--- src/rtl/rs_dispatch_pkg.sv ---
// Shared constants and types for the ALU reservation-station dispatch path.
package rs_dispatch_pkg;

    localparam int RS_SIZE = 16;
    localparam int RS_BIT  = 4;
    localparam int ROB_BIT = 4;

    // Credit counter is one bit wider than the RS index so it can hold RS_SIZE.
    localparam logic [RS_BIT:0] CREDIT_MAX = (RS_BIT + 1)'(RS_SIZE);
    localparam logic [RS_BIT:0] CREDIT_ONE = (RS_BIT + 1)'(1);

    // ALU-class op_type encodings, shared with decoder, RS and ALU.
    localparam logic [6:0] OPT_ALU_R = 7'b0110011;
    localparam logic [6:0] OPT_ALU_I = 7'b0010011;
    localparam logic [6:0] OPT_LUI   = 7'b0110111;
    localparam logic [6:0] OPT_AUIPC = 7'b0010111;

    // One issue-bus transaction held in the output register.
    typedef struct packed {
        logic               valid;
        logic [6:0]         op_type;
        logic [2:0]         op;
        logic [31:0]        reg1_v;
        logic [31:0]        reg2_v;
        logic               has_dep1;
        logic               has_dep2;
        logic [ROB_BIT-1:0] rob_entry1;
        logic [ROB_BIT-1:0] rob_entry2;
        logic [ROB_BIT-1:0] rd_rob;
        logic [31:0]        inst;
        logic [31:0]        inst_addr;
    } issue_t;

    // A CDB broadcast carries the value of the given tag.
    function automatic logic cdb_hit(input logic rdy, input logic [ROB_BIT-1:0] ent,
                                     input logic [ROB_BIT-1:0] tag);
        return rdy && (ent == tag);
    endfunction

endpackage

--- src/rtl/rs_dispatch_opres.sv ---
// Single-operand resolver: turns a RAT entry plus regfile, ROB query and
// two CDB sources into either a ready value or a pending ROB tag.
module rs_dispatch_opres
    import rs_dispatch_pkg::*;
(
    input  logic               use_i,
    input  logic [31:0]        alt_value_i,
    input  logic               rat_busy_i,
    input  logic [ROB_BIT-1:0] rat_tag_i,
    input  logic [31:0]        rf_data_i,
    input  logic               rob_ready_i,
    input  logic [31:0]        rob_value_i,
    input  logic               alu_ready_i,
    input  logic [ROB_BIT-1:0] alu_entry_i,
    input  logic [31:0]        alu_value_i,
    input  logic               lsb_ready_i,
    input  logic [ROB_BIT-1:0] lsb_entry_i,
    input  logic [31:0]        lsb_value_i,
    output logic [31:0]        value_o,
    output logic               dep_o,
    output logic [ROB_BIT-1:0] tag_o
);

    // Priority: unused operand, idle RAT, ALU CDB, LSB CDB, ROB query, else wait on tag.
    always_comb begin
        value_o = alt_value_i;
        dep_o   = 1'b0;
        tag_o   = '0;
        if (use_i) begin
            if (!rat_busy_i) begin
                value_o = rf_data_i;
            end else if (cdb_hit(alu_ready_i, alu_entry_i, rat_tag_i)) begin
                value_o = alu_value_i;
            end else if (cdb_hit(lsb_ready_i, lsb_entry_i, rat_tag_i)) begin
                value_o = lsb_value_i;
            end else if (rob_ready_i) begin
                value_o = rob_value_i;
            end else begin
                value_o = '0;
                dep_o   = 1'b1;
                tag_o   = rat_tag_i;
            end
        end
    end

endmodule

--- src/rtl/rs_dispatch.sv ---
// Issue-side producer for the ALU reservation station: renames rd to the ROB
// tail, resolves sources, and drives the RS issue bus from a one-deep register.
// Handshake: the decoder instruction is taken on a cycle where dec_valid_in and
// dec_ready_out are both high; dec_ready_out never depends on dec_valid_in.
module rs_dispatch
    import rs_dispatch_pkg::*;
(
    input  logic               clk_in,
    input  logic               rst_n_in,
    input  logic               rdy_in,
    input  logic               rob_clear_up,
    input  logic               dec_valid_in,
    output logic               dec_ready_out,
    input  logic [6:0]         dec_op_type_in,
    input  logic [2:0]         dec_op_in,
    input  logic [4:0]         dec_rs1_in,
    input  logic [4:0]         dec_rs2_in,
    input  logic [4:0]         dec_rd_in,
    input  logic               dec_use_rs1_in,
    input  logic               dec_use_rs2_in,
    input  logic [31:0]        dec_imm_in,
    input  logic [31:0]        dec_inst_in,
    input  logic [31:0]        dec_inst_addr_in,
    output logic [4:0]         rf_raddr1_out,
    output logic [4:0]         rf_raddr2_out,
    input  logic [31:0]        rf_rdata1_in,
    input  logic [31:0]        rf_rdata2_in,
    input  logic               rob_full_in,
    input  logic [ROB_BIT-1:0] rob_tail_in,
    output logic               rob_alloc_out,
    output logic [ROB_BIT-1:0] rob_q1_entry_out,
    output logic [ROB_BIT-1:0] rob_q2_entry_out,
    input  logic               rob_q1_ready_in,
    input  logic               rob_q2_ready_in,
    input  logic [31:0]        rob_q1_value_in,
    input  logic [31:0]        rob_q2_value_in,
    input  logic               rob_commit_valid_in,
    input  logic [4:0]         rob_commit_rd_in,
    input  logic [ROB_BIT-1:0] rob_commit_entry_in,
    input  logic               alu_ready_in,
    input  logic               lsb_ready_in,
    input  logic [ROB_BIT-1:0] alu_rob_entry_in,
    input  logic [ROB_BIT-1:0] lsb_rob_entry_in,
    input  logic [31:0]        alu_value_in,
    input  logic [31:0]        lsb_value_in,
    input  logic               rs_release_in,
    output logic               issue_signal_out,
    output logic [6:0]         op_type_out,
    output logic [2:0]         op_out,
    output logic [31:0]        reg1_v_out,
    output logic [31:0]        reg2_v_out,
    output logic               has_dep1_out,
    output logic               has_dep2_out,
    output logic [ROB_BIT-1:0] rob_entry1_out,
    output logic [ROB_BIT-1:0] rob_entry2_out,
    output logic [ROB_BIT-1:0] rd_rob_out,
    output logic [31:0]        inst_out,
    output logic [31:0]        inst_addr_out
);

    logic [31:0]               rat_busy_q, rat_busy_d;
    logic [31:0][ROB_BIT-1:0]  rat_tag_q, rat_tag_d;
    logic [RS_BIT:0]           credits_q, credits_d;
    issue_t                    out_q, out_d, out_view;

    logic                      accept;
    logic [31:0]               res1_value, res2_value;
    logic                      res1_dep, res2_dep;
    logic [ROB_BIT-1:0]        res1_tag, res2_tag;

    assign dec_ready_out    = rdy_in && !rob_clear_up && !rob_full_in && (credits_q != '0);
    assign accept           = dec_valid_in && dec_ready_out;
    assign rob_alloc_out    = accept;
    assign rf_raddr1_out    = dec_rs1_in;
    assign rf_raddr2_out    = dec_rs2_in;
    assign rob_q1_entry_out = rat_tag_q[dec_rs1_in];
    assign rob_q2_entry_out = rat_tag_q[dec_rs2_in];

    rs_dispatch_opres u_res1 (
        .use_i       (dec_use_rs1_in),
        .alt_value_i (32'd0),
        .rat_busy_i  (rat_busy_q[dec_rs1_in]),
        .rat_tag_i   (rat_tag_q[dec_rs1_in]),
        .rf_data_i   (rf_rdata1_in),
        .rob_ready_i (rob_q1_ready_in),
        .rob_value_i (rob_q1_value_in),
        .alu_ready_i (alu_ready_in),
        .alu_entry_i (alu_rob_entry_in),
        .alu_value_i (alu_value_in),
        .lsb_ready_i (lsb_ready_in),
        .lsb_entry_i (lsb_rob_entry_in),
        .lsb_value_i (lsb_value_in),
        .value_o     (res1_value),
        .dep_o       (res1_dep),
        .tag_o       (res1_tag)
    );

    rs_dispatch_opres u_res2 (
        .use_i       (dec_use_rs2_in),
        .alt_value_i (dec_imm_in),
        .rat_busy_i  (rat_busy_q[dec_rs2_in]),
        .rat_tag_i   (rat_tag_q[dec_rs2_in]),
        .rf_data_i   (rf_rdata2_in),
        .rob_ready_i (rob_q2_ready_in),
        .rob_value_i (rob_q2_value_in),
        .alu_ready_i (alu_ready_in),
        .alu_entry_i (alu_rob_entry_in),
        .alu_value_i (alu_value_in),
        .lsb_ready_i (lsb_ready_in),
        .lsb_entry_i (lsb_rob_entry_in),
        .lsb_value_i (lsb_value_in),
        .value_o     (res2_value),
        .dep_o       (res2_dep),
        .tag_o       (res2_tag)
    );

    // Patch a pending issue with a CDB broadcast, since the RS only snoops its own busy entries.
    always_comb begin
        out_view = out_q;
        if (out_q.valid && out_q.has_dep1) begin
            if (cdb_hit(alu_ready_in, alu_rob_entry_in, out_q.rob_entry1)) begin
                out_view.reg1_v   = alu_value_in;
                out_view.has_dep1 = 1'b0;
            end else if (cdb_hit(lsb_ready_in, lsb_rob_entry_in, out_q.rob_entry1)) begin
                out_view.reg1_v   = lsb_value_in;
                out_view.has_dep1 = 1'b0;
            end
        end
        if (out_q.valid && out_q.has_dep2) begin
            if (cdb_hit(alu_ready_in, alu_rob_entry_in, out_q.rob_entry2)) begin
                out_view.reg2_v   = alu_value_in;
                out_view.has_dep2 = 1'b0;
            end else if (cdb_hit(lsb_ready_in, lsb_rob_entry_in, out_q.rob_entry2)) begin
                out_view.reg2_v   = lsb_value_in;
                out_view.has_dep2 = 1'b0;
            end
        end
    end

    // Output register next state: patched hold when frozen, load on accept, else drop valid.
    always_comb begin
        out_d = out_view;
        if (rdy_in) begin
            out_d.valid = 1'b0;
            if (accept) begin
                out_d.valid      = 1'b1;
                out_d.op_type    = dec_op_type_in;
                out_d.op         = dec_op_in;
                out_d.reg1_v     = res1_value;
                out_d.reg2_v     = res2_value;
                out_d.has_dep1   = res1_dep;
                out_d.has_dep2   = res2_dep;
                out_d.rob_entry1 = res1_tag;
                out_d.rob_entry2 = res2_tag;
                out_d.rd_rob     = rob_tail_in;
                out_d.inst       = dec_inst_in;
                out_d.inst_addr  = dec_inst_addr_in;
            end
        end
    end

    // RAT next state: flush clears all; commit clears matching tag; rename wins over commit.
    always_comb begin
        rat_busy_d = rat_busy_q;
        rat_tag_d  = rat_tag_q;
        if (rdy_in) begin
            if (rob_clear_up) begin
                rat_busy_d = '0;
            end else begin
                if (rob_commit_valid_in && rat_busy_q[rob_commit_rd_in] &&
                    (rat_tag_q[rob_commit_rd_in] == rob_commit_entry_in)) begin
                    rat_busy_d[rob_commit_rd_in] = 1'b0;
                end
                if (accept && (dec_rd_in != 5'd0)) begin
                    rat_busy_d[dec_rd_in] = 1'b1;
                    rat_tag_d[dec_rd_in]  = rob_tail_in;
                end
            end
        end
    end

    // Credit counter: take one per accept, return one per release, saturate at RS_SIZE.
    always_comb begin
        credits_d = credits_q;
        if (rdy_in) begin
            if (rob_clear_up) begin
                credits_d = CREDIT_MAX;
            end else if (accept && !rs_release_in) begin
                credits_d = credits_q - CREDIT_ONE;
            end else if (!accept && rs_release_in && (credits_q < CREDIT_MAX)) begin
                credits_d = credits_q + CREDIT_ONE;
            end
        end
    end

    // State registers with synchronous active-low reset.
    always_ff @(posedge clk_in) begin
        if (!rst_n_in) begin
            rat_busy_q <= '0;
            rat_tag_q  <= '0;
            credits_q  <= CREDIT_MAX;
            out_q      <= '0;
        end else begin
            rat_busy_q <= rat_busy_d;
            rat_tag_q  <= rat_tag_d;
            credits_q  <= credits_d;
            out_q      <= out_d;
        end
    end

    assign issue_signal_out = out_view.valid;
    assign op_type_out      = out_view.op_type;
    assign op_out           = out_view.op;
    assign reg1_v_out       = out_view.reg1_v;
    assign reg2_v_out       = out_view.reg2_v;
    assign has_dep1_out     = out_view.has_dep1;
    assign has_dep2_out     = out_view.has_dep2;
    assign rob_entry1_out   = out_view.rob_entry1;
    assign rob_entry2_out   = out_view.rob_entry2;
    assign rd_rob_out       = out_view.rd_rob;
    assign inst_out         = out_view.inst;
    assign inst_addr_out    = out_view.inst_addr;

endmodule

--- config.mk ---
export PLATFORM = sky130hd
export DESIGN_NAME = rs_dispatch
export DESIGN_NICKNAME = d
export VERILOG_FILES = /design/src/rtl/rs_dispatch_pkg.sv /design/src/rtl/rs_dispatch_opres.sv /design/src/rtl/rs_dispatch.sv
export SDC_FILE = /design/constraint.sdc
export NUM_CORES = 1
export LEC_CHECK = 0
export ABC_CLOCK_PERIOD_IN_PS = 3900
export BUFFER_PORTS_ARGS = -buffer_cell sky130_fd_sc_hd__buf_4
export CORE_ASPECT_RATIO = 1.75
export CORE_UTILIZATION = 50
export DETAILED_ROUTE_END_ITERATION = 16
export PLACE_DENSITY_LB_ADDON = 0.08
export SLEW_MARGIN = 20
export SYNTH_ARGS = -nofsm -noshare
export SYNTH_HDL_FRONTEND = slang
export SYNTH_SLANG_ARGS = --single-unit
--- constraint.sdc ---
create_clock -name clk_in -period 3.9 [get_ports clk_in]
set_input_delay 0.585 -clock clk_in [delete_from_list [all_inputs] [get_ports clk_in]]
set_output_delay 0.585 -clock clk_in [all_outputs]
set_load 0.05 [all_outputs]
# [Word-level counts from Yosys, hierarchy flattened]
# Cells that the tools add are included.
[word_totals] out_inout_bits=173 rom_bits=0 mem_count=0 latchBits=0 ramBits=0 inputBits=348 ff_bits=318 elab_cells=171
[classes] n_lt_le_gt_ge=7 shift=0 bitwise=4 addsub=2 mux=71 eq_ne=9 div_mod_pow=0 n_mul=0 reduce_logical=32
[op_table] op="$mux 32" count=21
[op_table] op="$mux 153" count=1
[op_table] op="$mux 142" count=1
[op_table] op="$bwmux 128" count=1
[op_table] op="$bmux 4 s5" count=3
[op_table] op="$mux 4" count=14
[op_table] op="$eq 4x4->1" count=9
[op_table] op="$and 32x32->32" count=1
[op_table] op="$not 32->32" count=1
[op_table] op="$or 32x32->32" count=1
[op_table] op="$lt 5x6->1 const B" count=4
[op_table] op="$logic_and 1x1->1" count=22
[op_table] op="$mux 1" count=21
[op_table] op="$demux 4 s5" count=1
[op_table] op="$bmux 1 s5" count=3
[op_table] op="$mux 5" count=3
[op_table] op="$demux 1 s5" count=2
[op_table] op="$ge 5x1->1 const B" count=2
[op_table] op="$reduce_bool 5->1" count=2
[op_table] op="$add 5x1->5 const B" count=1
[op_table] op="$lt 5x5->1 const B" count=1
[op_table] op="$sub 5x1->5 const B" count=1
[op_table] op="$logic_not 1->1" count=4
[op_table] op="$reduce_and 2->1" count=2
[op_table] op="3 further kinds" count=3

# [Logic depth before layout (Yosys ltp)]
[logic_depth] depth_word=12 depth_mapped=14 mapped_depth_nobuf=13

# [Hierarchy]
# Synthesis repeated with hierarchy kept, for this count alone.
[hier_totals] cells_unflattened=2477 hier_area_um2=21629.5
[modules_own_cells] mod="rs_dispatch" cells_each=2097 area_each_um2=19067.0 n_inst=1
[modules_own_cells] mod="rs_dispatch_opres" cells_each=190 area_each_um2=1281.2 n_inst=2

# [Worst setup path before layout]
# Ideal clock, no wire load.
[synth_path] kind="in2reg" start="input dec_rs2_in[1]" end="register out_q[82] (netlist name)" setup_slack_ps=216 path_stages=10 arrival_ps=3588 setup_time_ps=95 path_cell_list="buf_6 -> buf_12 -> mux4_2 -> o22ai_1 -> nor4_2 -> and3_1 -> a21oi_1 -> nor4_4 -> mux2_2 -> a221oi_1"
[synth_via] elab_chain_len=10 elab_cells_between_ends=14 classes_between="2 x eq/ne; 10 x mux; 2 x reduce/logical"
[synth_rtl] element="start, declared" line="rs_dispatch.sv:17" source="input logic [4:0] dec_rs2_in,"
[synth_rtl] element="$bmux 4 s5 (*)"
[synth_rtl] element="$mux 4 (*)"
[synth_rtl] element="via rob_q2_entry_out[0]" line="rs_dispatch.sv:32" source="output logic [ROB_BIT-1:0] rob_q2_entry_out,"
[synth_rtl] element="$eq 4x4->1" line="rs_dispatch_pkg.sv:37" source="return rdy && (ent == tag);"
[synth_rtl] element="$logic_and 1x1->1" line="rs_dispatch_pkg.sv:37"
[synth_rtl] element="$mux 32" line="rs_dispatch_opres.sv:34" source="end else if (cdb_hit(lsb_ready_i, lsb_entry_i, rat_tag_i)) begin"
[synth_rtl] element="$mux 32 (*)" line="rs_dispatch_opres.sv:32" source="end else if (cdb_hit(alu_ready_i, alu_entry_i, rat_tag_i)) begin"
[synth_rtl] element="$mux 32 (*)" line="rs_dispatch_opres.sv:30" source="if (!rat_busy_i) begin"
[synth_rtl] element="$mux 32 (*)" line="rs_dispatch_opres.sv:29" source="if (use_i) begin"
[synth_rtl] element="$mux 153 (*)" line="rs_dispatch.sv:145" source="if (accept) begin"
[synth_rtl] element="$mux 142 (*)" line="rs_dispatch.sv:143" source="if (rdy_in) begin"
[synth_rtl] element="end signal, assigned" line="rs_dispatch.sv:207" source="out_q <= out_d;"
[synth_rtl] element="end, declared" line="rs_dispatch.sv:64" source="issue_t out_q, out_d, out_view;"
# The timed path passes the listed nets; every way through them passes the cells marked *. The select of a mux whose other input is x is not followed.
# A chain may end at the register's enable or synchronous reset.

# [Final worst setup path]
[layout_path] start="register out_q (netlist bit rob_entry2_out[3])" end="output reg2_v_out[0]"
[layout_via] elab_chain_len=5 elab_cells_between_ends=7 classes_between="2 x eq/ne; 3 x mux; 2 x reduce/logical"
[layout_rtl] element="$eq 4x4->1" line="rs_dispatch_pkg.sv:37"
[layout_rtl] element="$logic_and 1x1->1" line="rs_dispatch_pkg.sv:37"
[layout_rtl] element="$mux 32" line="rs_dispatch.sv:133" source="end else if (cdb_hit(lsb_ready_in, lsb_rob_entry_in, out_q.rob_entry2)) begin"
[layout_rtl] element="$mux 32 (*)" line="rs_dispatch.sv:130" source="if (cdb_hit(alu_ready_in, alu_rob_entry_in, out_q.rob_entry2)) begin"
[layout_rtl] element="$mux 32 (*)" line="rs_dispatch.sv:129" source="if (out_q.valid && out_q.has_dep2) begin"
[layout_rtl] element="end, declared" line="rs_dispatch.sv:51" source="output logic [31:0] reg2_v_out,"
# Mark *: on every way between the ends. The rest lies on a longest branch, timed or not.

==> flow_summary_export.csv <==
group,metric,value,unit
power,power.share.sequential,0.411,
final_layout,seq_area,6370,um^2
floorplan,io-pin-count,521,
synthesis,syn_inst,2404,
worst_setup_path,path_class,"reg -> out",
routing,viasPerCell,6.14,
synthesis,synth_area_leaders,"dfxtp_1 (30%), mux2i_1 (11%), mux4_2 (10%)",
sta,rsz0062_at_grt,"no",
synthesis,synth-xor-area-share,0.0136,
sta,setup_tns,0,ns
power,p_leak,0.0103,uW
sta,fin_crit_sh,0.986,
power,power_switching,2270,uW
synthesis,synthAdderAreaFrac,0.00271,
final_layout,fin_util,0.626,
run,drv_cap,0,
routing,drt_iter0_drc,1706,
routing,wl_per_cell,27.0,um
floorplan,fp-row-count,99,
synthesis,async_flop_share,0,
sta,fmax,0.260,GHz
clocking,postCtsHoldBufs,0,
outcome,status,"finished clean",
sta,finalClockSkew,0.0155,ns
worst_setup_path,path_max_fanout,7,
synthesis,synth_top_area_share,0.300,
grt,gr-total-overflow,0,
final_layout,fillers,3753,
grt,grt_util_all_layers,0.409,
grt,grt_pass1_vias,20400,
final_layout,fin_nets,3104,
placement,place_congestion,0.968,
worst_setup_path,cp_data_arrival_time,3.26,ns
synthesis,synth_top_family_by_area,"multiplexers",
synthesis,synth_mux_area_frac,0.223,
clocking,clock-root-buffer,"clkbuf_16",
synthesis,synth_flop_cell,"dfxtp_1",
floorplan,start_util,0.508,
final_layout,final_cell_area,26200,um^2
power,intPower,5740,uW
routing,wl,90.1,mm
placement,placed_cell_area,25100,um^2
synthesis,synth_edf_count,0,
sta,timing_hold_violations_final,0,
clocking,numCtsBuffers,30,
grt,grt_pass1_wl,131,mm
routing,drc_errors,0,
sta,worst_pin_slew,0.945,ns
clocking,cts.sinks,318,
power,p_comb_frac,0.179,
sta,min_period,3.85,ns
synthesis,synth_compound_area_frac,0.188,
synthesis,synthesis.area,21300,um^2
synthesis,yosys_warnings,0,
power,vdd.ir_drop.worst,351,uV
final_layout,multi_input_area,13100,um^2
min_path,min_path_type,"in -> reg",
synthesis,yosys.area_share.simple,0.188,
placement,portBuffers,520,
clocking,htreeDepth,1,
clocking,clk_pin_slew,0.07,ns
routing,dr.pass1.iters,5,
sta,slew-limit-headroom,0.370,
final_layout,layout-drive-gt1-share,0.309,
clocking,clockBufferDepth,3,
synthesis,yosysMostFrequentCell,"nand2_1",
synthesis,synth_nets,2756,
synthesis,ys_seq_area_frac,0.300,
worst_setup_path,worstPathRequired,3.31,ns
clocking,tritoncts,"done",
synthesis,yosys.area.top_type,"dfxtp_1",
clocking,post_cts_buffers,0,
synthesis,yosysUniqueCellTypes,75,
sta,maxSlewViolCount,0,
grt,antenna_found_initial,15,
clocking,clk_latency,0.60,ns
floorplan,core_area,41900,um^2
synthesis,synth_area_per_cell,8.84,um^2
clocking,cts_resized,0,
power,clock_power_share,0.410,
synthesis,synthTopCellsByCount,"nand2_1 (388), dfxtp_1 (318), mux2i_1 (236)",
final_layout,area_growth,23.2,%
floorplan,die_width,158,um
placement,hpwl,67.8,mm
worst_setup_path,worst_setup_path_start_kind,"flop",
floorplan,die_h,275,um
power,swShare,0.283,
synthesis,ys_ff_latch,318,
routing,ant_nets,0,
power,powerDensity,306,nW/um^2
floorplan,dieArea,43400,um^2
sta,setup_viol_count_final,0,
worst_setup_path,end_kind,"output port",
routing,vias,20500,
grt,grt_max_degree,82,
[per-layer routing]
metal / global-route usage / up-vias / share of wire
met4: 0.355 / 4 / 0.095
met2: 0.673 / 1060 / 0.48
met5: 0.00454 / - / 0.00030
met1: 0.432 / 9905 / 0.35
li1: - / 9171 / -
met3: 0.103 / 359 / 0.083
[state kept, by name, summed over array words and instances, names as in the netlist]
signal,cells
inst_addr_out,32
rd_rob_out,4
rat_busy_q,32
rob_entry1_out,4
op_out,3
op_type_out,7
issue_signal_out,1
rob_entry2_out,4
inst_out,32
rat_tag_q,128
credits_q,5
out_q,66
[placed cells by master (no fill, tap or decap), types with 38 or more instances in the layout]
| master | n |
|---|---|
| a21oi_1 | 44 |
| a21boi_0 | 144 |
| mux4_2 | 97 |
| inv_1 | 57 |
| mux2i_1 | 236 |
| nor2b_1 | 75 |
| dfxtp_1 | 318 |
| and2_1 | 101 |
| or3_1 | 38 |
| nor2_1 | 109 |
| buf_4 | 588 |
| nand2_1 | 387 |
| o21ai_0 | 128 |
[critical path: stages (launching register included)]
cell      delay, ns
dfxtp_1        0.47
xor2_1         0.14
nor2_1         0.15
nand4_1        0.27
a211oi_4       0.73
nor2_1         0.08
a21oi_1        0.51
buf_4          0.31
[logic make-up after synthesis]
kind of cell,after synthesis
adders and majority gates,4
xor gates and xnor gates,33
and+or+nand+nor,829
DFF,318
muxes,349
buffers and inverters,344
AOI/OAI and AO/OA,527
[metrics by stage]
step	setup slack [ns]	power (uW)	instances	hold WS, ns
detailed placement	0.253	4780	3275	0.458
global route	0.0485	8240	3337	0.240
finish	0.0533	8010	3340	0.239
global placement	0.335	4760	3275	0.450
floorplan	0.216	4170	2404	0.444
CTS	0.165	8030	3328	0.222
[power by group through the flow]
stage          registers (uW)  clock network, uW  logic, uW
6_report                 3300               3290       1430
3_5_place_dp             3370                  0       1400
4_1_cts                  3300               3320       1410
2_1_floorplan            3370                  0        799
3_3_place_gp             3370                  0       1390
5_1_grt                  3300               3440       1500
[worst paths after layout]
check	from	to	slack (ns)	cells after the start
max	rob_entry2_out[3]	reg2_v_out[0]	0.05	7
min reg2reg	inst_addr_out[31]	inst_addr_out[31]	0.46	2
min	dec_inst_in[8]	inst_out[8]	0.24	3
max reg2reg	rob_entry2_out[3]	out_q[82]	0.75	10
[area by class of cell]
| type | count | area share |
|---|---|---|
| multi-input cells | 1742 | 0.501 |
| flip-flops and latches | 318 | 0.243 |
| repair buffers | 602 | 0.179 |
| clock buffers | 36 | 0.0310 |
| well taps | 555 | 0.0265 |
| clock inverters | 17 | 0.00998 |
| inverters | 58 | 0.00841 |
| diodes | 12 | 0.00115 |
Power figures use the tool's default switching activity.
